<file path="config.mk">
export PLATFORM = sky130hd
export DESIGN_NAME = pmc_shift_sequencer
export DESIGN_NICKNAME = d
export VERILOG_FILES = /design/src/rtl/pmc_pkg.sv /design/src/rtl/pmc_half_period_timer.sv /design/src/rtl/pmc_shift_sequencer.sv
export SDC_FILE = /design/constraint.sdc
export NUM_CORES = 2
export LEC_CHECK = 0
export ABC_AREA = 1
export CORE_AREA = 2 2 425 427
export DETAILED_ROUTE_END_ITERATION = 8
export DIE_AREA = 0 0 427 429
export GPL_TIMING_DRIVEN = 0
export SYNTH_ARGS = -nofsm -noshare
export SYNTH_HDL_FRONTEND = slang
export SYNTH_HIERARCHICAL = 1
export SYNTH_SLANG_ARGS = --single-unit
</file>
<file path="constraint.sdc">
create_clock -name clk -period 2.6 [get_ports clk]
set_clock_uncertainty 0.05 [all_clocks]
set_input_delay 0.52 -clock clk [delete_from_list [all_inputs] [get_ports clk]]
set_output_delay 0.52 -clock clk [all_outputs]
set_load 0.05 [all_outputs]
</file>
<file path="src/rtl/pmc_pkg.sv">
// Shared PMC definitions: sequencer geometry, state encodings, control-word layout.
package pmc_pkg;

  localparam int unsigned PMC_SEQ_WORD_W = 32;
  localparam int unsigned PMC_SEQ_LANES  = 16;
  localparam int unsigned PMC_SEQ_DIV_W  = 8;

  // Sequencer control word: half_div [7:0], bit_cnt [13:8], store_en [16]
  localparam logic [7:0]  PMC_REG_SEQ_CTRL       = 8'h40;
  localparam int unsigned PMC_SEQ_CTRL_HDIV_LSB  = 0;
  localparam int unsigned PMC_SEQ_CTRL_BCNT_LSB  = 8;
  localparam int unsigned PMC_SEQ_CTRL_STORE_BIT = 16;

  localparam logic [2:0] PMC_SEQ_IDLE  = 3'd0;
  localparam logic [2:0] PMC_SEQ_LOW   = 3'd1;
  localparam logic [2:0] PMC_SEQ_HIGH  = 3'd2;
  localparam logic [2:0] PMC_SEQ_STORE = 3'd3;
  localparam logic [2:0] PMC_SEQ_FIN   = 3'd4;

  typedef enum logic [2:0] {
    S_IDLE  = PMC_SEQ_IDLE,
    S_LOW   = PMC_SEQ_LOW,
    S_HIGH  = PMC_SEQ_HIGH,
    S_STORE = PMC_SEQ_STORE,
    S_FIN   = PMC_SEQ_FIN
  } pmc_seq_state_t;

  // Lane 0 occupies the least-significant word.
  typedef logic [PMC_SEQ_LANES-1:0][PMC_SEQ_WORD_W-1:0] pmc_data_t;

endpackage

</file>
<file path="src/rtl/pmc_half_period_timer.sv">
// Loadable down-counter timing one clk_sh phase; expire flags the phase's final cycle.
module pmc_half_period_timer #(
  parameter int unsigned W = 8
) (
  input  logic         clk,
  input  logic         rst_n,
  input  logic         load_i,
  input  logic [W-1:0] load_val_i,
  input  logic         en_i,
  output logic         expire_o
);

  logic [W-1:0] cnt_q;

  always_ff @(posedge clk or negedge rst_n) begin
    if (!rst_n) begin
      cnt_q <= '0;
    end else if (load_i) begin
      cnt_q <= load_val_i;
    end else if (en_i && (cnt_q != '0)) begin
      cnt_q <= cnt_q - 1'b1;
    end
  end

  assign expire_o = en_i && (cnt_q == '0);

endmodule

</file>
<file path="src/rtl/pmc_shift_sequencer.sv">
// Bit-serial shift engine: drives LANES column chains MSB first with a generated clk_sh
// while capturing the returning serial data into readback words.
module pmc_shift_sequencer
  import pmc_pkg::*;
#(
  parameter int unsigned LANES  = PMC_SEQ_LANES,
  parameter int unsigned WORD_W = PMC_SEQ_WORD_W,
  parameter int unsigned DIV_W  = PMC_SEQ_DIV_W
) (
  input  logic                    clk,
  input  logic                    rst_n,
  input  logic                    start,
  input  logic                    abort,
  input  logic [5:0]              bit_cnt,
  input  logic [DIV_W-1:0]        half_div,
  input  logic                    store_en,
  input  logic [LANES*WORD_W-1:0] dout,
  output logic [LANES*WORD_W-1:0] din,
  output logic [LANES-1:0]        sdo,
  input  logic [LANES-1:0]        sdi,
  output logic                    clk_sh,
  output logic                    store,
  output logic                    busy,
  output logic                    done
);

  typedef logic [LANES-1:0][WORD_W-1:0] lane_words_t;
  localparam logic [5:0] N_MAX = 6'(WORD_W);

  pmc_seq_state_t   state_q, state_d;
  lane_words_t      sr_q, sr_d, din_q, din_d;
  logic [LANES-1:0] cap_q, cap_d;
  logic [5:0]       cnt_q, cnt_d, n_q, n_d;
  logic [DIV_W-1:0] h_q, h_d;
  logic             st_en_q, st_en_d;
  logic             clk_sh_q, store_q, busy_q, done_q;
  logic             tmr_load, tmr_en, tmr_expire;

  always_comb begin
    state_d = state_q;
    sr_d    = sr_q;
    cap_d   = cap_q;
    cnt_d   = cnt_q;
    n_d     = n_q;
    h_d     = h_q;
    st_en_d = st_en_q;
    din_d   = din_q;
    unique case (state_q)
      S_IDLE: begin
        if (start && !abort) begin
          sr_d    = dout;
          n_d     = (bit_cnt > N_MAX) ? N_MAX : bit_cnt;
          h_d     = (half_div == '0) ? DIV_W'(1) : half_div;
          st_en_d = store_en;
          cnt_d   = '0;
          state_d = (n_d == '0) ? S_FIN : S_LOW;
        end
      end
      S_LOW: begin
        if (tmr_expire) begin
          cap_d   = sdi;
          state_d = S_HIGH;
        end
      end
      S_HIGH: begin
        if (tmr_expire) begin
          for (int unsigned l = 0; l < LANES; l++) begin
            sr_d[l] = {sr_q[l][WORD_W-2:0], cap_q[l]};
          end
          cnt_d = cnt_q + 6'd1;
          if (cnt_d == n_q) begin
            state_d = st_en_q ? S_STORE : S_FIN;
          end else begin
            state_d = S_LOW;
          end
        end
      end
      S_STORE: begin
        if (tmr_expire) state_d = S_FIN;
      end
      S_FIN:   state_d = S_IDLE;
      default: state_d = S_IDLE;
    endcase
    // Abort overrides every transition, including a pending FIN, so din is never touched.
    if (abort) state_d = S_IDLE;
    if ((state_d == S_FIN) && (state_q != S_FIN)) din_d = sr_d;
  end

  // Every state change restarts the phase timer from H-1.
  assign tmr_load = (state_d != state_q);
  assign tmr_en   = (state_q == S_LOW) || (state_q == S_HIGH) || (state_q == S_STORE);

  pmc_half_period_timer #(
    .W (DIV_W)
  ) u_timer (
    .clk        (clk),
    .rst_n      (rst_n),
    .load_i     (tmr_load),
    .load_val_i (h_d - DIV_W'(1)),
    .en_i       (tmr_en),
    .expire_o   (tmr_expire)
  );

  always_ff @(posedge clk or negedge rst_n) begin
    if (!rst_n) begin
      state_q  <= S_IDLE;
      sr_q     <= '0;
      cap_q    <= '0;
      cnt_q    <= '0;
      n_q      <= '0;
      h_q      <= '0;
      st_en_q  <= 1'b0;
      din_q    <= '0;
      clk_sh_q <= 1'b0;
      store_q  <= 1'b0;
      busy_q   <= 1'b0;
      done_q   <= 1'b0;
    end else begin
      state_q  <= state_d;
      sr_q     <= sr_d;
      cap_q    <= cap_d;
      cnt_q    <= cnt_d;
      n_q      <= n_d;
      h_q      <= h_d;
      st_en_q  <= st_en_d;
      din_q    <= din_d;
      clk_sh_q <= (state_d == S_HIGH);
      store_q  <= (state_d == S_STORE);
      busy_q   <= (state_d != S_IDLE);
      done_q   <= (state_d == S_FIN);
    end
  end

  always_comb begin
    sdo = '0;
    for (int unsigned l = 0; l < LANES; l++) begin
      sdo[l] = sr_q[l][WORD_W-1];
    end
  end

  assign din    = din_q;
  assign clk_sh = clk_sh_q;
  assign store  = store_q;
  assign busy   = busy_q;
  assign done   = done_q;

endmodule

</file>
==> run_results.csv <==
group,metric,value,unit
grt,met1_usage,27.1,%
sta,holdWs,280,ps
detailed_routing,drt_iter0_drc,3251,
place,hpwl,161000,um
cells_and_area,area_delta_synth_final,46.6,%
clock_network,cts_sinks,1076,
sta,fin_crit_sh,98.5,%
hold_path,hold_path_class,"in2reg",
grt,first_global_vias,40000,
synthesis,synth_top_area_cell,"dfrtp_1",
detailed_routing,drt_pass1_iterations,8,
synthesis,synth_edf_count,0,
setup_path,start_kind,"flip-flop",
floorplanning,die_area,0.183,mm2
detailed_routing,routedWlPerCell,24.8,um
setup_path,cpMaxStageDelayCell,"clkdlybuf4s50_1",
power,power,46.2,mW
sta,max_freq,391,MHz
synthesis,synthTopCellsByArea,"dfrtp_1 (61%), nand2_1 (18%), o221ai_1 (8.8%)",
sta,drv_slew,0,
clock_network,clk_path_buf_depth,3,
place,post-place-ws,-2590,ps
floorplanning,start_util,24.8,%
synthesis,synth.distinct_cells,35,
sta,max_slew_margin,38.3,%
setup_path,cp_num_buf_inv,1,
synthesis,synthArstFlopShare,100,%
synthesis,synth.yosys.seq_area_share,60.9,%
detailed_routing,drc,0,
setup_path,cp_top_family,"buffers and inverters",
floorplanning,die_h,429,um
floorplanning,chipWidth,427,um
sta,grt_setup_unrepaired,"yes",
synthesis,synth_commonest_cells,"nand2_1 (2166), dfrtp_1 (1076), inv_1 (519)",
sta,timing.final.ws_setup,40.1,ps
power,power_density,714,mW/mm2
setup_path,arrival,1990,ps
grt,grt_overflow_total,0,
power,ir_drop,0.636,mV
setup_path,slowest_delay,870,ps
detailed_routing,finalWirelength,210000,um
cells_and_area,multiInputGateArea,0.0144,mm2
detailed_routing,routed_via_density,4.66,
cells_and_area,finalNonFillerCells,8500,
synthesis,yosysMostFrequentCell,"nand2_1",
grt,grt_pass1_wl,293000,um
clock_network,cts_tree,"yes",
grt,antenna_found_initial,80,
floorplanning,num_rows,155,
grt,grt_max_degree,173,
grt,busiest_layer,"met2",
clock_network,worstSkewPairLatency,780,ps
grt,grt_usage,22.3,%
sta,worstMarginPinSlew,925,ps
synthesis,ys_ff_latch,1076,
detailed_routing,num_vias,39600,
cells_and_area,layout-drive-gt1-share,12.2,%
clock_network,cts-root-buf,"clkbuf_16",
sta,finalCriticalPeriod,2560,ps
setup_path,endpoint_kind,"output port",
sta,hold_viol,0,
sta,setup_viol,0,
floorplanning,boundaryPins,1079,
sta,totalNegativeSetupSlack,0,ps
synthesis,synth-warning-count,6,
cells_and_area,n_fill_cell,18100,
run,maxCapViolations,0,
power,total_leakage_power,31.6,nW
clock_network,h-tree-depth,3,
setup_path,path_cells,"clkdlybuf4s50_1",
place,gp_congestion,0.945,
synthesis,synth_cells,4758,
place,numPortBuffers,1078,
synthesis,synthFlopType,"dfrtp_1",
synthesis,netlist_area,0.0442,mm2
synthesis,syn_nets,5308,
floorplanning,core_region_area,0.178,mm2
place,dpl.cell_count,8199,
grt,gr-usage-met3,5.76,%
detailed_routing,ant_nets,0,
status,run_status,"finished clean",
synthesis,syn_avg_cell_area,9.29,um2
clock_network,numCtsBuffers,120,
clock_network,clkTransAtPathRegs,60,ps
grt,met2_usage,36.9,%
setup_path,cp.required,2030,ps
setup_path,cp_max_fo,2,
synthesis,synth_top_area_share,60.9,%
cells_and_area,nNetsFinal,6570,
setup_path,critical_path_class,"reg2out",
cells_and_area,seq_area,0.0269,mm2
## kinds of logic after synthesis
kind of cell	after synthesis	synth area share, %
adder cells (fa/ha/maj)	3	0.0849
buffers and inverters	830	8.39
flip-flops	1076	60.9
AO/OA/AOI/OAI	535	10.2
AND/OR/NAND/NOR	2291	19.8
XOR/XNOR	7	0.139
multiplexers	16	0.408
## metrics by stage
| step | area (um2) | utilization, % |
|---|---|---|
| after floorplan | 44200 | - |
| after global placement | 58000 | 32.6 |
| after detailed placement | 58200 | 32.7 |
| after CTS | 63400 | 35.6 |
| after global routing | 64800 | 36.4 |
| final | 64800 | 36.4 |
## path summary, 6_finish.rpt
| check | startpoint | endpoint | slack, ps | cells past startpoint |
|---|---|---|---|---|
| min reg2reg | din[167] | din[167] | 420 | 2 |
| max in group asynchronous | rst_n | sr_q[92] | 230 | 5 |
| min in group asynchronous | rst_n | din[385] | 410 | 3 |
| max | din[506] | din[506] | 40 | 1 |
| max reg2reg | u_timer/cnt_q[0] | u_timer/cnt_q[0] | 70 | 19 |
| min | store_en | st_en_q | 280 | 3 |
## state kept, by name, indices dropped and copies added (netlist names)
name / count
din: 512
sr_q: 496
cap_q: 16
sdo: 16
h_q: 8
u_timer/cnt_q: 8
cnt_q: 6
n_q: 6
state_q: 3
busy: 1
clk_sh: 1
done: 1
st_en_q: 1
store: 1
## layer usage
layer	wire, um	share of wire, %	vias to the layer above
li1	-	-	18000
met5	388	0.18	-
met2	102000	48	1472
met4	9340	4.4	62
met3	16000	7.6	382
met1	83100	40	19800
## cells in the final DEF (no fill, tap or decap), types with 22 or more instances in the layout
cell type and instances:
inv_1 513, dlymetal6s2s_1 172, clkbuf_4 39, diode_2 23
dlygate4sd2_1 147, o211ai_1 56, clkdlybuf4s50_1 741, nand3_1 74
buf_6 63, o221ai_2 75, dfrtp_1 1073, nand2_1 2139
clkbuf_16 126, o221ai_1 369, buf_2 71, clkbuf_2 22
clkbuf_1 37, clkinv_2 24, buf_4 128, clkbuf_8 34
## repair_timing
action / CTS / global route
hold buffers: 2 / 0
gates cloned: 3 / 3
endpoints found under the hold margin: 73 / 0
resized for setup: 414 / 425
pin swaps: 14 / 33
setup buffers: 37 / 14
setup endpoints to repair: 1500 / 1137
## final cells by class
cell class / instances / share of cell area, %
diodes: 23 / 0.0888
inverters: 523 / 3.09
plain buffers: 305 / 3.85
well taps: 2355 / 4.55
clock buffers: 175 / 5.48
repair buffers: 1142 / 18.3
flip-flops and latches: 1076 / 41.5
clock inverters: 49 / 0.965
multi-input cells: 2852 / 22.2
## power breakdown
group          switching (mW)  internal, mW  total, mW  leakage, nW
Combinational            5.69          3.18       8.87         16.6
Sequential              0.775          18.6       19.4         12.9
Clock                    7.66          10.3       18.0         2.05
Total                    14.1          32.1       46.2         31.6
(Power assumes the default switching activity.)
